==> src/rtl/pos_stream_reader.sv <==
// Streams a contiguous block of x/y/z particle positions out of three lockstep RAMs.
// Define POS_READER_WRAP_EN to accept blocks that run past DEPTH-1 and wrap to 0.
module pos_stream_reader #(
   parameter int DEPTH      = 512,
   parameter int ADDR_WIDTH = 9,
   parameter int FIFO_DEPTH = 4
) (
   input  logic                  clock,
   input  logic                  rst,
   input  logic                  start,
   input  logic [ADDR_WIDTH-1:0] base_addr,
   input  logic [ADDR_WIDTH:0]   num_particles,
   output logic [ADDR_WIDTH-1:0] mem_address,
   output logic                  mem_rden,
   output logic                  mem_wren,
   input  logic [31:0]           mem_qx,
   input  logic [31:0]           mem_qy,
   input  logic [31:0]           mem_qz,
   output logic                  out_valid,
   input  logic                  out_ready,
   output logic [31:0]           out_posx,
   output logic [31:0]           out_posy,
   output logic [31:0]           out_posz,
   output logic [ADDR_WIDTH-1:0] out_index,
   output logic                  out_last,
   output logic                  busy,
   output logic                  done,
   output logic                  err
);
   localparam int AW = ADDR_WIDTH;
   localparam int RW = ADDR_WIDTH + 1;
   localparam int OW = ADDR_WIDTH + 2;
   localparam int PW = (FIFO_DEPTH > 1) ? $clog2(FIFO_DEPTH) : 1;
   localparam int CW = $clog2(FIFO_DEPTH + 1) + 1;

   typedef enum logic [1:0] {
      IDLE,
      ISSUE,
      DRAIN
   } state_e;

   state_e        state_q, state_d;
   logic [AW-1:0] cur_addr_q, cur_addr_d;
   logic [RW-1:0] remain_q, remain_d;
   logic          done_q, done_d;
   logic          err_q, err_d;

   logic [1:0]         tag_v_q, tag_v_d;
   logic [1:0]         tag_last_q, tag_last_d;
   logic [1:0][AW-1:0] tag_idx_q, tag_idx_d;

   logic [31:0]           fx_q [FIFO_DEPTH];
   logic [31:0]           fx_d [FIFO_DEPTH];
   logic [31:0]           fy_q [FIFO_DEPTH];
   logic [31:0]           fy_d [FIFO_DEPTH];
   logic [31:0]           fz_q [FIFO_DEPTH];
   logic [31:0]           fz_d [FIFO_DEPTH];
   logic [AW-1:0]         fidx_q [FIFO_DEPTH];
   logic [AW-1:0]         fidx_d [FIFO_DEPTH];
   logic [FIFO_DEPTH-1:0] flast_q, flast_d;
   logic [PW-1:0]         wr_ptr_q, wr_ptr_d;
   logic [PW-1:0]         rd_ptr_q, rd_ptr_d;
   logic [CW-1:0]         cnt_q, cnt_d;

   logic [CW-1:0] occ;
   logic [AW-1:0] next_addr;
   logic          reject;
   logic          issue;
   logic          accept;
   logic          push;
   logic          pop;
   logic          head_last;

`ifdef POS_READER_WRAP_EN
   assign reject = 1'b0;
`else
   assign reject = (OW'(base_addr) + OW'(num_particles)) > OW'(DEPTH);
`endif

   // occupancy counts reads still in the RAM pipe so the FIFO can never overflow
   assign occ       = cnt_q + CW'(tag_v_q[0]) + CW'(tag_v_q[1]);
   assign next_addr = (cur_addr_q == AW'(DEPTH - 1)) ? '0 : cur_addr_q + AW'(1);
   assign push      = tag_v_q[1];
   assign pop       = out_valid & out_ready;
   assign head_last = flast_q[rd_ptr_q];

   assign out_valid   = (cnt_q != '0);
   assign out_posx    = fx_q[rd_ptr_q];
   assign out_posy    = fy_q[rd_ptr_q];
   assign out_posz    = fz_q[rd_ptr_q];
   assign out_index   = fidx_q[rd_ptr_q];
   assign out_last    = head_last;
   assign mem_address = cur_addr_q;
   assign mem_rden    = issue;
   assign mem_wren    = 1'b0;
   assign busy        = (state_q != IDLE);
   assign done        = done_q | accept;
   assign err         = err_q;

   always_comb begin
      state_d    = state_q;
      cur_addr_d = cur_addr_q;
      remain_d   = remain_q;
      done_d     = 1'b0;
      err_d      = 1'b0;
      issue      = 1'b0;
      accept     = 1'b0;
      unique case (state_q)
         IDLE: begin
            if (start) begin
               if (num_particles == '0) begin
                  done_d = 1'b1;
               end else if (reject) begin
                  err_d = 1'b1;
               end else begin
                  state_d    = ISSUE;
                  cur_addr_d = base_addr;
                  remain_d   = num_particles;
               end
            end
         end
         ISSUE: begin
            if (occ < CW'(FIFO_DEPTH)) begin
               issue      = 1'b1;
               cur_addr_d = next_addr;
               remain_d   = remain_q - RW'(1);
               if (remain_q == RW'(1)) begin
                  state_d = DRAIN;
               end
            end
         end
         DRAIN: begin
            if (pop && head_last) begin
               state_d = IDLE;
               accept  = 1'b1;
            end
         end
         default: state_d = IDLE;
      endcase
   end

   always_comb begin
      tag_v_d      = {tag_v_q[0], issue};
      tag_last_d   = {tag_last_q[0], (remain_q == RW'(1))};
      tag_idx_d[0] = cur_addr_q;
      tag_idx_d[1] = tag_idx_q[0];
      fx_d         = fx_q;
      fy_d         = fy_q;
      fz_d         = fz_q;
      fidx_d       = fidx_q;
      flast_d      = flast_q;
      wr_ptr_d     = wr_ptr_q;
      rd_ptr_d     = rd_ptr_q;
      cnt_d        = cnt_q;
      if (push) begin
         fx_d[wr_ptr_q]    = mem_qx;
         fy_d[wr_ptr_q]    = mem_qy;
         fz_d[wr_ptr_q]    = mem_qz;
         fidx_d[wr_ptr_q]  = tag_idx_q[1];
         flast_d[wr_ptr_q] = tag_last_q[1];
         wr_ptr_d = (wr_ptr_q == PW'(FIFO_DEPTH - 1)) ? '0 : wr_ptr_q + PW'(1);
      end
      if (pop) begin
         rd_ptr_d = (rd_ptr_q == PW'(FIFO_DEPTH - 1)) ? '0 : rd_ptr_q + PW'(1);
      end
      case ({push, pop})
         2'b10:   cnt_d = cnt_q + CW'(1);
         2'b01:   cnt_d = cnt_q - CW'(1);
         default: cnt_d = cnt_q;
      endcase
   end

   always_ff @(posedge clock) begin
      if (rst) begin
         state_q    <= IDLE;
         cur_addr_q <= '0;
         remain_q   <= '0;
         done_q     <= 1'b0;
         err_q      <= 1'b0;
         tag_v_q    <= '0;
         tag_last_q <= '0;
         tag_idx_q  <= '0;
         fx_q       <= '{default: '0};
         fy_q       <= '{default: '0};
         fz_q       <= '{default: '0};
         fidx_q     <= '{default: '0};
         flast_q    <= '0;
         wr_ptr_q   <= '0;
         rd_ptr_q   <= '0;
         cnt_q      <= '0;
      end else begin
         state_q    <= state_d;
         cur_addr_q <= cur_addr_d;
         remain_q   <= remain_d;
         done_q     <= done_d;
         err_q      <= err_d;
         tag_v_q    <= tag_v_d;
         tag_last_q <= tag_last_d;
         tag_idx_q  <= tag_idx_d;
         fx_q       <= fx_d;
         fy_q       <= fy_d;
         fz_q       <= fz_d;
         fidx_q     <= fidx_d;
         flast_q    <= flast_d;
         wr_ptr_q   <= wr_ptr_d;
         rd_ptr_q   <= rd_ptr_d;
         cnt_q      <= cnt_d;
      end
   end
endmodule

==> config.mk <==
export PLATFORM = sky130hd
export DESIGN_NAME = pos_stream_reader
export DESIGN_NICKNAME = d
export VERILOG_FILES = /design/src/rtl/pos_stream_reader.sv
export SDC_FILE = /design/constraint.sdc
export NUM_CORES = 1
export LEC_CHECK = 0
export CORE_ASPECT_RATIO = 1.25
export CORE_UTILIZATION = 40
export CTS_CLUSTER_SIZE = 28
export DETAILED_ROUTE_END_ITERATION = 8
export PLACE_DENSITY = 0.69
export SYNTH_ARGS = -nofsm -noshare
export SYNTH_HDL_FRONTEND = slang
export SYNTH_SLANG_ARGS = --single-unit
==> constraint.sdc <==
create_clock -name clock -period 3.8 [get_ports clock]
set_input_delay 0.38 -clock clock [delete_from_list [all_inputs] [get_ports clock]]
set_output_delay 0.38 -clock clock [all_outputs]
set_load 0.005 [all_outputs]
==> impl_metrics.tcl, run 1 <==
set metrics [dict create \
    start_util 0.406 \
    root_buffer "clkbuf_16" \
    synth_top_area_frac 0.476 \
    area_growth_pct 22.2 \
    die_area_um2 51000 \
    wirelength_um 57200 \
    cts_tree "done" \
    period_share 0.845 \
    fin_skew_ns 0.00712 \
    yosysMostFrequentCell "nand2_1" \
    p_per_area_nw_per_um2 433 \
    max-cap-violations 0 \
    hold_viol 0 \
    synth_cell_types 61 \
    hpwl_um 32700 \
    yosysWarningCount 0 \
    clock-sinks 477 \
    fp.dieH_um 252 \
    slew_headroom 0.322 \
    status "completed" \
    syn-num-nets 2501 \
    synthTopCellsByCount "nand2_1, dfxtp_1, a21oi_1, clkbuf_1, mux4_2" \
    avgSynthCellArea_um2 8.50 \
    fin_area_um2 24500 \
    num_rows 91 \
    drive_gt1_frac 0.0920 \
    period_needed_ns 3.21 \
    grt_pass1_vias 17200 \
    grt_usage 0.222 \
    cp-start-kind "register" \
    cts_resized 0 \
    synth-seq-cells 477 \
    clk_transition_reported_paths_ns 0.06 \
    cellLeakagePower_nw 7.90 \
    path_cells "buf_4, mux4_2, clkdlybuf4s50_1" \
    placed_cell_area_um2 23000 \
    nets 2632 \
    crit_path_max_fanout 32 \
    end_kind "primary output" \
    num_io_pins 240 \
    worst_pin_slew_ns 1.01 \
    first_pass_iters 6 \
    h-tree-depth 2 \
    dp_cells 3091 \
    num_vias 17100 \
    ant_nets 0 \
    min_path_type "in2reg" \
    synth-seq-area-share 0.476 \
    hold_buffers 0 \
    setup_viol 0 \
    finalNonFillerCells 3174 \
    fin_total_pwr_w 0.0106 \
    antenna_found_initial 2 \
    gr-total-overflow 0 \
    grt_max_degree 141 \
    clockBufferDepth 3 \
    peakVddDrop_v 0.000341 \
    synth_area_um2 20000 \
    drcViolationCount 0 \
    rsz0062_at_grt "no" \
    worst_ep_arrival_time_ns 2.83 \
    numPortBuffers 238 \
    grt_pass1_wl_um 91200 \
    cpMaxStageDelayCell "dfxtp_4" \
    synth_area_leaders "dfxtp_1, nand2_1, mux4_2" \
    async_flop_share 0 \
    synth_edf_count 0 \
    synth_flop_cell "dfxtp_1" \
    whs_ns 0.364 \
    routedWlPerCell_um 18.0 \
    die_w_um 202 \
    cts_setup_buffers 0 \
    cp.required_ns 3.42 \
    n_fill_cell 4608 \
    drt_iter0_drc 1262 \
    timing.fmax_ghz 0.312 \
    gp_congestion 0.819 \
    crit_path_max_incr_delay_ns 0.84 \
    netlist_instances 2358 \
    core-area_um2 49400 \
    crit_type "reg2out" \
    via_per_inst 5.40 \
    cts_buffers 47 \
    insertion_delay_ns 0.57 \
    synth_top_area_cell "dfxtp_1" \
    multi_input_area_um2 9740 \
    finalMaxSlewViolations 0 \
    ff_latch_area_um2 9560 \
    tns_ns 0 \
]
[sequential cells by signal (all words and copies together) (netlist names)]
register     flops
fz_q           128
wr_ptr_q         2
remain_q        10
fy_q           128
rd_ptr_q         2
err              1
fidx_q          36
mem_address      9
fx_q           128
tag_v_q          2
tag_idx_d        9
cnt_q            4
tag_last_q       2
tag_idx_q        9
state_q          2
done_q           1
flast_q          4
[metrics by stage]
stage                     utilization  worst slack, ns
after global placement          0.465            0.139
after global routing            0.496            0.449
after detailed placement        0.465           0.0803
final                           0.496            0.591
after CTS                       0.496            0.511
after floorplan                     -            0.776
[layout by cell type, fill, tap and decap left out, types with 10 or more instances in the layout]
cell type,count
a21oi_1,449
a31oi_1,10
buf_12,12
buf_4,22
clkbuf_1,14
clkbuf_16,49
clkdlybuf4s50_1,237
dfxtp_1,475
ha_1,22
inv_1,18
mux4_2,106
nand2_1,869
nand3_1,15
nor2_1,40
nor2b_1,21
o21ai_0,23
[worst max-delay path, delay by kind of cell (launching register included)]
family	cells	cell delay, ns
buffers and inverters	2	0.88
multiplexers	1	0.53
flip-flops	1	0.84
[worst paths after layout]
path,start,end,slack [ns],cells after the start
hold / removal,rst,tag_idx_q[14],0.36,2
hold reg to reg,tag_idx_d[14],tag_idx_q[14],0.43,1
setup reg to reg,cnt_q[0],cnt_q[3],1.17,10
setup / recovery,rd_ptr_q[0],out_index[7],0.59,3
[kinds of logic after synthesis]
group	after synthesis	synth area share
AND/OR/NAND/NOR	998	0.197
AO/OA/AOI/OAI	525	0.141
flip-flops	477	0.476
buffers and inverters	208	0.0413
multiplexers	115	0.124
adder cells (fa/ha/maj)	24	0.0157
XOR/XNOR	10	0.00437
other	1	0.000187
[report_power, final]
part	switching [W]	leakage (nW)	internal, W
logic	0.000455	3.31	0.000395
registers	0.0000666	3.85	0.00506
clock network	0.00193	0.741	0.00269
[routing by layer]
layer | routed length, µm | GRT usage | vias to the layer above | share of wire
met5 | 0 | 0 | - | 0
met4 | 2060 | 0.0960 | 0 | 0.036
met3 | 3390 | 0.0366 | 122 | 0.059
met2 | 28700 | 0.385 | 578 | 0.50
met1 | 23100 | 0.271 | 8231 | 0.40
li1 | - | - | 8199 | -
[cell type report]
type                            instances  share of cell area
Antenna cell                            2            0.000204
Clock buffer                           70              0.0561
Clock inverter                         11             0.00557
Inverter                               18             0.00276
Multi-Input combinational cell       1673               0.398
Sequential cell                       477               0.390
Tap cell                              651              0.0333
Timing Repair Buffer                  272               0.114
Note: power is estimated with default switching activity, not from simulation.
==> run 2, diff against run 1 <==
PLACE_DENSITY = 0.72   (was 0.69)
clock period = 2.65 ns   (was 3.8 ns; I/O delays follow)
==> impl_metrics.tcl, run 2 (synthesis gave the netlist of run 1 again) <==
set metrics [dict create \
    worst-path-buf-inv 3 \
    post-route-util 0.519 \
    antenna_found_initial 3 \
    fin_skew_ns 0.0210 \
    peakVddDrop_v 0.000407 \
    grt_pass1_wl_um 92300 \
    crit_path_max_fanout 8 \
    timing.fmax_ghz 0.385 \
    grt_usage 0.226 \
    cellLeakagePower_nw 9.16 \
    status "completed" \
    max-cap-violations 0 \
    whs_ns 0.198 \
    p_per_area_nw_per_um2 614 \
    start_util 0.406 \
    insertion_delay_ns 0.58 \
    drt_iter0_drc 1185 \
    core-area_um2 49400 \
    drcViolationCount 0 \
    tns_ns 0 \
    root_buffer "clkbuf_16" \
    area_growth_pct 28.0 \
    cpMaxStageDelayCell "mux4_2" \
    routedWlPerCell_um 18.2 \
    reg_top3 "fx_q (128), fy_q (128), fz_q (128)" \
    path_common_cell "buf_12" \
    crit_family "buffers and inverters" \
    crit_path_max_incr_delay_ns 0.51 \
    num_rows 91 \
    via_per_inst 5.43 \
    hpwl_um 35800 \
    crit_type "reg2out" \
    final_cell_mix "nand2_1, dfxtp_1, a21oi_1" \
    cp-start-kind "register" \
    clk_transition_reported_paths_ns 0.06 \
    cts_buffers 47 \
    ant_nets 0 \
    gp_congestion 0.839 \
    wirelength_um 59200 \
    worst_ep_arrival_time_ns 2.34 \
    slew_headroom 0.518 \
    min_path_type "in2reg" \
    period_needed_ns 2.60 \
    final.setup.worst_slack_ns 0.0495 \
    grt_max_degree 100 \
    path_cells "buf_12, buf_12, mux4_2, clkdlybuf4s50_1" \
    drive_gt1_frac 0.129 \
    worst_pin_slew_ns 0.723 \
    finalMaxSlewViolations 0 \
    fp.dieH_um 252 \
    die_area_um2 51000 \
    numPortBuffers 238 \
    grt_pass1_vias 17500 \
    cts_tree "done" \
    first_pass_iters 5 \
    cp.required_ns 2.38 \
    nets 2706 \
    preCtsSetupSlack_ns -0.820 \
    hold_viol 0 \
    clockBufferDepth 3 \
    die_w_um 202 \
    gr-total-overflow 0 \
    end_kind "primary output" \
    num_vias 17700 \
    final_common_cell "nand2_1" \
    period_share 0.981 \
    clock-sinks 477 \
    h-tree-depth 2 \
    setup_viol 0 \
    num_io_pins 240 \
    fin_total_pwr_w 0.0158 \
]
run 2: changes by cell type in the layout (fill, tap and decap cells not counted), moves of 4 or more:
cell / before / now
buf_4: 22 / 72
nand2_4: 0 / 4
buf_16: 0 / 6
dlymetal6s2s_1: 0 / 27
dlygate4sd2_1: 0 / 35
nand2_8: 4 / 0
clkbuf_1: 14 / 10
mux2_4: 0 / 5
clkinv_2: 6 / 11
clkdlybuf4s50_1: 237 / 173
mux2_2: 5 / 1
buf_12: 12 / 27
run 2: per-stage QoR:
| step | cells | cell area, µm² |
|---|---|---|
| after global placement | 3143 | 23600 |
| after detailed placement | 3143 | 23600 |
| after CTS | 3238 | 25400 |
| final | 3254 | 25700 |
| after floorplan | 2358 | 20100 |
| after global routing | 3254 | 25700 |
run 2: final timing paths:
kind	startpoint	end	slack, ns	cells after the start
max	rd_ptr_q[0]	out_index[5]	0.05	4
min	rst	tag_v_q[0]	0.20	2
max reg2reg	cnt_q[3]	cnt_q[3]	0.12	10
min reg2reg	tag_idx_d[15]	tag_idx_q[15]	0.44	1
run 2: power by group:
| group | leakage (nW) | internal [W] | switching (W) |
|---|---|---|---|
| Sequential | 3.85 | 0.00725 | 0.0000696 |
| Combinational | 4.50 | 0.000701 | 0.000737 |
| Clock | 0.805 | 0.00414 | 0.00285 |
| Total | 9.16 | 0.0121 | 0.00366 |
run 2: worst reg2reg max path, stage by stage (launching register included):
cell and delay [ns]:
dfxtp_1 0.34, or4_4 0.56, nand2_2 0.12, inv_1 0.08
ha_1 0.22, ha_1 0.29, a21o_1 0.19, a21oi_2 0.14
xnor2_1 0.08, or3_1 0.31, a21oi_1 0.14
run 2: repair_timing:
item                       in CTS  in global routing
pin swaps                       6                  9
resized for setup              64                 45
gates cloned                    2                  0
setup buffers                   7                 13
setup endpoints to repair     114                 59
hold buffers                    0                  0
run 2: final cells by class:
| class | instances | area (µm²) |
|---|---|---|
| antenna | 3 | 7.51 |
| sequential | 477 | 9560 |
| tap | 651 | 815 |
| inverter | 18 | 67.6 |
| clock buffer | 66 | 1350 |
| clock inverter | 20 | 269 |
| timing repair buffer | 346 | 3710 |
| fill | 4485 | 23700 |
| multi-input combinational | 1673 | 9900 |
run 2: layer usage:
metal	GRT usage	vias up	wire (µm)
met1	0.273	8561	23300
met4	0.0943	0	2020
met2	0.405	616	30400
met5	0	-	0
met3	0.0253	117	3410
li1	-	8375	-
